File: config.mk
export PLATFORM = sky130hd
export DESIGN_NAME = fifo_wr_arb
export DESIGN_NICKNAME = d
export VERILOG_FILES = /design/src/rtl/fifo_wr_arb.sv
export SDC_FILE = /design/constraint.sdc
export NUM_CORES = 1
export LEC_CHECK = 0
export ABC_CLOCK_PERIOD_IN_PS = 2500
export BUFFER_PORTS_ARGS = -buffer_cell sky130_fd_sc_hd__buf_2
export CAP_MARGIN = 20
export CORE_AREA = 2 2 49 84
export DETAILED_ROUTE_END_ITERATION = 8
export DIE_AREA = 0 0 51 86
export PLACE_DENSITY = 0.71
export REMOVE_ABC_BUFFERS = 1
export SETUP_SLACK_MARGIN = 0.02
export SLEW_MARGIN = 10
export SYNTH_ARGS = -nofsm -noshare
export SYNTH_HDL_FRONTEND = slang
export SYNTH_SLANG_ARGS = --single-unit
File: constraint.sdc
create_clock -name clk -period 2.5 [get_ports clk]
set_input_delay 0.5 -clock clk [delete_from_list [all_inputs] [get_ports clk]]
set_output_delay 0.5 -clock clk [all_outputs]
set_load 0.02 [all_outputs]
File: src/rtl/fifo_wr_arb.sv
// Round-robin arbiter that merges NREQ valid/ready producers onto one FIFO write port.
// Grants are bounded bursts; occupancy tracking keeps the FIFO from ever being written while full.
module fifo_wr_arb #(
  parameter int unsigned NREQ      = 4,
  parameter int unsigned WIDTH     = 8,
  parameter int unsigned DEPTH     = 16,
  parameter int unsigned MAX_BURST = 4
) (
  input  logic                         clk,
  input  logic                         reset,
  input  logic                         clear,
  input  logic [NREQ-1:0]              req_valid,
  input  logic [NREQ*WIDTH-1:0]        req_data,
  output logic [NREQ-1:0]              req_ready,
  input  logic [$clog2(DEPTH):0]       fifo_cnt,
  output logic                         fifo_write,
  output logic [WIDTH-1:0]             fifo_data_in,
  output logic [$clog2(NREQ)-1:0]      grant_id,
  output logic                         busy
);

  localparam int unsigned IW = $clog2(NREQ);
  localparam int unsigned CW = $clog2(DEPTH) + 1;
  localparam int unsigned SW = CW + 1;
  localparam int unsigned BW = 8;

  typedef enum logic {IDLE, OWN} state_t;

  state_t           state;
  logic [IW-1:0]    ptr;
  logic [BW-1:0]    bcnt;

  logic [SW-1:0]    need_c;
  logic             space_c;
  logic             found_c;
  logic [IW-1:0]    win_c;
  logic [IW-1:0]    idx_c;
  logic             owner_valid_c;
  logic [WIDTH-1:0] owner_data_c;
  logic             xfer_c;

  // Room for one more word, counting the write already in flight to the FIFO.
  always_comb begin
    need_c  = SW'(fifo_cnt) + SW'(fifo_write) + SW'(1);
    space_c = (need_c <= SW'(DEPTH));
  end

  // First valid requester after the last-served index, wrapping modulo NREQ.
  always_comb begin
    found_c = 1'b0;
    win_c   = '0;
    idx_c   = '0;
    for (int k = 1; k <= int'(NREQ); k++) begin
      idx_c = IW'((int'(ptr) + k) % int'(NREQ));
      if (!found_c && req_valid[idx_c]) begin
        found_c = 1'b1;
        win_c   = idx_c;
      end
    end
  end

  always_comb begin
    owner_valid_c = req_valid[grant_id];
    owner_data_c  = '0;
    for (int i = 0; i < int'(NREQ); i++) begin
      if (IW'(i) == grant_id) owner_data_c = req_data[i*WIDTH +: WIDTH];
    end
  end

  // Clear suppresses any handshake in its cycle.
  always_comb begin
    req_ready = '0;
    if (state == OWN && space_c && !clear) req_ready[grant_id] = owner_valid_c;
    xfer_c = (state == OWN) && owner_valid_c && space_c && !clear;
  end

  always_ff @(posedge clk or negedge reset) begin
    if (!reset) begin
      state        <= IDLE;
      ptr          <= IW'(NREQ - 1);
      bcnt         <= '0;
      fifo_write   <= 1'b0;
      fifo_data_in <= '0;
      grant_id     <= '0;
      busy         <= 1'b0;
    end else if (clear) begin
      state      <= IDLE;
      ptr        <= IW'(NREQ - 1);
      bcnt       <= '0;
      fifo_write <= 1'b0;
      busy       <= 1'b0;
    end else begin
      case (state)
        IDLE: begin
          fifo_write <= 1'b0;
          if (found_c && space_c) begin
            state    <= OWN;
            grant_id <= win_c;
            bcnt     <= '0;
            busy     <= 1'b1;
          end
        end
        OWN: begin
          fifo_write <= xfer_c;
          if (xfer_c) begin
            fifo_data_in <= owner_data_c;
            bcnt         <= bcnt + BW'(1);
          end
          // Backpressure alone never releases the grant.
          if (!owner_valid_c || (xfer_c && bcnt == BW'(MAX_BURST - 1))) begin
            state <= IDLE;
            ptr   <= grant_id;
            busy  <= 1'b0;
          end
        end
        default: state <= IDLE;
      endcase
    end
  end

endmodule

* After elaboration in Yosys (flattened, before gate mapping)
Cells that the tools add are included.
** Cells by class
- Magnitude comparators :: 7
- Add/sub/neg operators :: 7
- Reductions and logical operators :: 25
- Eq/ne operators :: 7
- Bitwise logic cells :: 3
- Muxes and demuxes :: 42
** Operator list (count)
- $mux 8 :: 7
- $mux 1 :: 17
- $pmux 8 s2 :: 1
- $lt 2x3->1 const B :: 5
- $mux 2 :: 7
- $logic_and 1x1->1 :: 11
- $bmux 1 s2 :: 5
- $add 8x1->8 const B :: 1
- $eq 8x2->1 const B :: 1
- $add 5x1->6 :: 1
- $add 6x1->6 const B :: 1
- $le 6x5->1 const B :: 1
- $ne 3x2->1 const B :: 2
- $pmux 1 s2 :: 3
- $reduce_and 2->1 :: 3
- $reduce_and 3->1 :: 2
- $logic_not 1->1 :: 5
- $add 2x1->2 const B :: 2
- $add 2x2->2 const B :: 2
- $and 4x4->4 :: 1
- $eq 2x2->1 const A :: 2
- $mux 4 :: 1
- $reduce_bool 2->1 :: 2
- $ne 3x3->1 const B :: 1
- other kinds (6) :: 7
** Word-level totals
- Input bits :: 44
- Output and inout bits :: 16
- Bits in registers :: 23
- Logic and storage cells :: 98

* Depth between registers and ports, before layout
- Word-level depth :: 17
- Depth in mapped cells :: 8
- Gate-level depth less buffers :: 7

* Least setup slack after synthesis
No wires, ideal clock.
- Path type :: input to output
- Start point :: in fifo_cnt[0]
- End point :: out req_ready[0]
- Required time :: 2.000 ns
- Stages :: 7
- Arrival :: 2.446 ns
- Path slack :: -0.446 ns
- Buffers on the path :: 0
- Path through :: inv_1 ha_1 or3b_1 o21ai_2 o21a_1 nand2_1 nor4b_1
** On the way
- Word-level cells in the longest chain between the ends :: 6
** RTL lines
- start: declaration :: line 15 : input logic [$clog2(DEPTH):0] fifo_cnt,
- $add 5x1->6 :: line 44 : need_c = SW'(fifo_cnt) + SW'(fifo_write) + SW'(1);
- $add 6x1->6 :: line 44
- $le 6x5->1 :: line 45 : space_c = (need_c <= SW'(DEPTH));
- $logic_and 1x1->1 (2 in series) :: line 73 : if (state == OWN && space_c && !clear) req_ready[grant_id] = owner_valid_c;
- $mux 4 :: line 73
- end: declaration :: line 14 : output logic [NREQ-1:0] req_ready,
Every way passes these cells.

* Worst setup path after layout
- Start point :: reg fifo_write
- End point :: out req_ready[3]
** On the way
- Word-level cells in the longest chain between the ends :: 6
** RTL lines
- start: declaration :: line 16 : output logic fifo_write,
- start signal: assignment :: line 104 : fifo_write <= xfer_c;
- $add 5x1->6 :: line 44
- $add 6x1->6 :: line 44
- $le 6x5->1 :: line 45
- $logic_and 1x1->1 (2 in series) :: line 73
- $mux 4 :: line 73
Every way passes these cells.

==> reports/results.txt <==
status - finished with violations
violated checks - negative setup slack
Syn Inst Count - 144
vias per cell - 5.76
design area - 2060 µm²
EDFF count, synth - 0
Max Clock Skew - 2.15 ps
number of diodes - 0
CP max-delay cell - or3b_4
Filler Cells Inserted - 339
worst path buffer plus inverter count - 3
TNS Setup - -479 ps
final WL - 4.04 mm
Syn Area/Cell - 10.8 µm²
via count - 1492
Synth cell types - 46
WP depth - 9
CTS tree - built
hpwl dp - 3.19 mm
antenna viol nets, final - 0
worst path cell trace - inv_2 > ha_4 > or3b_4 > o21ai_2 > buf_4 > o211ai_4 > nor2_4 > and3_4 > buf_6
post-synthesis sequential area ratio - 37.0%
initial antenna violation count - 0
gr ovfl total - 0
Clock Path Buffers - 2
share of layout cells above drive strength 1 - 48.4%
first-pass GRT wire length - 6.93 mm
crit path max fanout - 3
Die Height - 86 µm
HP Class - in -> async
PwrDens - 648 nW/µm²
initial core utilization - 42.6%
clk sink count - 23
Synth Warn # - 0
relative slew slack - 62.7%
placed inst area - 1960 µm²
number of port buffers - 59
latest clock arrival within the worst-skew pair - 270 ps
crit-path leading delay family - simple AND/OR/NAND/NOR gates
arrival time worst endpoint - 2140 ps
DRC Markers - 0
die area - 4390 µm²
Layout Utilization - 56.3%
cell area after synthesis - 1560 µm²
Final Max Slew Viols - 0
MaxCap Viol Count - 0
minimum clock period after layout - 2640 ps
violation count after the first detailed-route iteration - 38
synthesized flop and latch total - 23
WS Path Type - reg -> out
RSZ-0062 raised after global routing - true
GRT Overall Usage - 20.3%
vias in the first global route - 1708
asr flop ratio synth - 100%
Layout Nets - 261
H-tree depth - 1
critical path data required time - 2000 ps
# IOs - 60
overall power - 1340 µW
Clock Pin Slew Worst Setup and Hold Paths - 80 ps
CP peak stage delay - 380 ps
Syn-to-layout area delta - 32.1%
final hold vios - 0
R2R cell count - 10
Leak - 0.00101 µW
Wirelength per Cell - 15.6 µm
Peak supply drop - 552 µV
Pre-Repair DR Iteration Count - 4
final worst path period share - 106%
Final WS setup - -140 ps
core region area - 3660 µm²
max frequency - 379 MHz
root buffer cell - clkbuf_8
placement row count - 29
Post-synth top flop - dfrtp_1
Die W - 51 µm
Setup crit end kind - primary output
GPL Wtd Cong - 0.808
worst-margin pin slew - 557 ps
Worst setup SP type - flop
Num CTS Buffers - 3
Final setup viols - 4
largest net degree at the start of global routing - 24
flip-flops by register name, indices dropped and copies added, names as in the netlist:
register / flops
bcnt: 8
fifo_data_in: 8
grant_id: 2
ptr: 2
busy: 1
fifo_write: 1
state: 1
cells in the mapped netlist, types with 2 or more instances:
cell type	count	share of area, %
dfstp_2	2	3.4
nor4b_1	2	1.1
o211a_1	2	1.3
buf_6	2	1.4
a211o_1	4	2.2
o211ai_1	2	0.96
o21ai_0	2	0.64
o21a_1	2	0.96
a31oi_1	5	2.0
nor3b_1	2	0.96
nor4_1	3	1.2
nor2_1	11	2.6
dfrtp_1	21	34
mux2i_1	3	1.9
a21oi_1	4	1.3
and3_1	5	2.0
mux2_2	7	5.0
mux4_2	6	8.7
mux4_1	3	5.0
a21o_1	2	0.96
nor3_1	3	0.96
clkbuf_1	5	1.2
nand2_1	12	2.9
nand3_1	6	1.9
ha_1	3	2.4
inv_1	5	1.2
kinds of logic after synthesis:
family | Yosys count | synth area share [%]
compound gates | 34 | 17.3
fa+ha+maj | 3 | 2.40
flops | 23 | 37.0
mux | 20 | 21.4
simple gates | 52 | 18.0
buf+inv | 12 | 3.85
area by class of cell:
type | count | area [µm²] | share of cell area, %
Sequential cell | 23 | 578 | 28.0
Clock buffer | 3 | 41.3 | 2.00
Inverter | 5 | 18.8 | 0.910
Tap cell | 46 | 57.6 | 2.79
Timing Repair Buffer | 72 | 402 | 19.5
Multi-Input combinational cell | 109 | 961 | 46.6
Clock inverter | 1 | 5.00 | 0.243
worst register-to-register path: cells and delay by family (launching register included):
| kind | cells | cell delay (ps) |
|---|---|---|
| mux | 1 | 350 |
| simple gates | 2 | 500 |
| compound gates | 2 | 250 |
| buf+inv | 4 | 490 |
| flops | 1 | 360 |
| fa+ha+maj | 1 | 260 |
what timing repair did:
action,CTS,global route
resized for setup,9,2
pin swaps,0,2
buffers inserted,1,2
setup endpoints to repair,4,4
hold buffers,0,0
placed cells by master, fill, tap and decap left out, types with 2 or more instances in the layout:
cell      Yosys  final
a211o_1       4      4
a21o_1        2      2
a21oi_1       4      4
a31oi_1       5      5
and3_1        5      4
buf_2         0     57
buf_4         0     14
clkbuf_8      0      3
dfrtp_1      21     21
dfstp_2       2      2
ha_1          3      2
inv_1         5      4
mux2_2        7      7
mux2i_1       3      3
mux4_1        3      3
mux4_2        6      6
nand2_1      12     11
nand3_1       6      6
nor2_1       11     11
nor3_1        3      3
nor3b_1       2      2
nor4_1        3      3
o211a_1       2      2
o211ai_1      2      2
o21a_1        2      2
o21ai_0       2      2
worst paths after layout:
kind | start | endpoint | slack, ps
setup reg to reg | fifo_write | fifo_data_in[4] | 180
hold reg to reg | bcnt[7] | bcnt[7] | 490
min in group clk | bcnt[7] | bcnt[7] | 490
max in group asynchronous | reset | ptr[0] | 1930
setup / recovery | fifo_write | req_ready[3] | -140
hold / removal | reset | grant_id[1] | 200
routing by layer:
| layer | track usage [%] | part of all wire (%) | vias up |
|---|---|---|---|
| met5 | 0 | 0 | - |
| met4 | 8.85 | 1.5 | 0 |
| met3 | 3.48 | 6.4 | 7 |
| met2 | 39.4 | 57 | 72 |
| met1 | 20.0 | 35 | 719 |
| li1 | - | - | 694 |
per-stage QoR:
step           instances  hold WS (ps)  worst slack (ps)
3_5_place_dp         253           476              -259
2_1_floorplan        137           204              -459
3_3_place_gp         253           463              -117
4_1_cts              258           228              -166
6_report             259           204              -140
5_1_grt              259           246              -271
report_power, final:
| group | leakage [µW] | internal (µW) | switching [µW] |
|---|---|---|---|
| Clock | 0.0000255 | 111 | 125 |
| Combinational | 0.000690 | 274 | 315 |
| Sequential | 0.000299 | 460 | 51.3 |
Note: power is estimated with default switching activity, not from simulation.
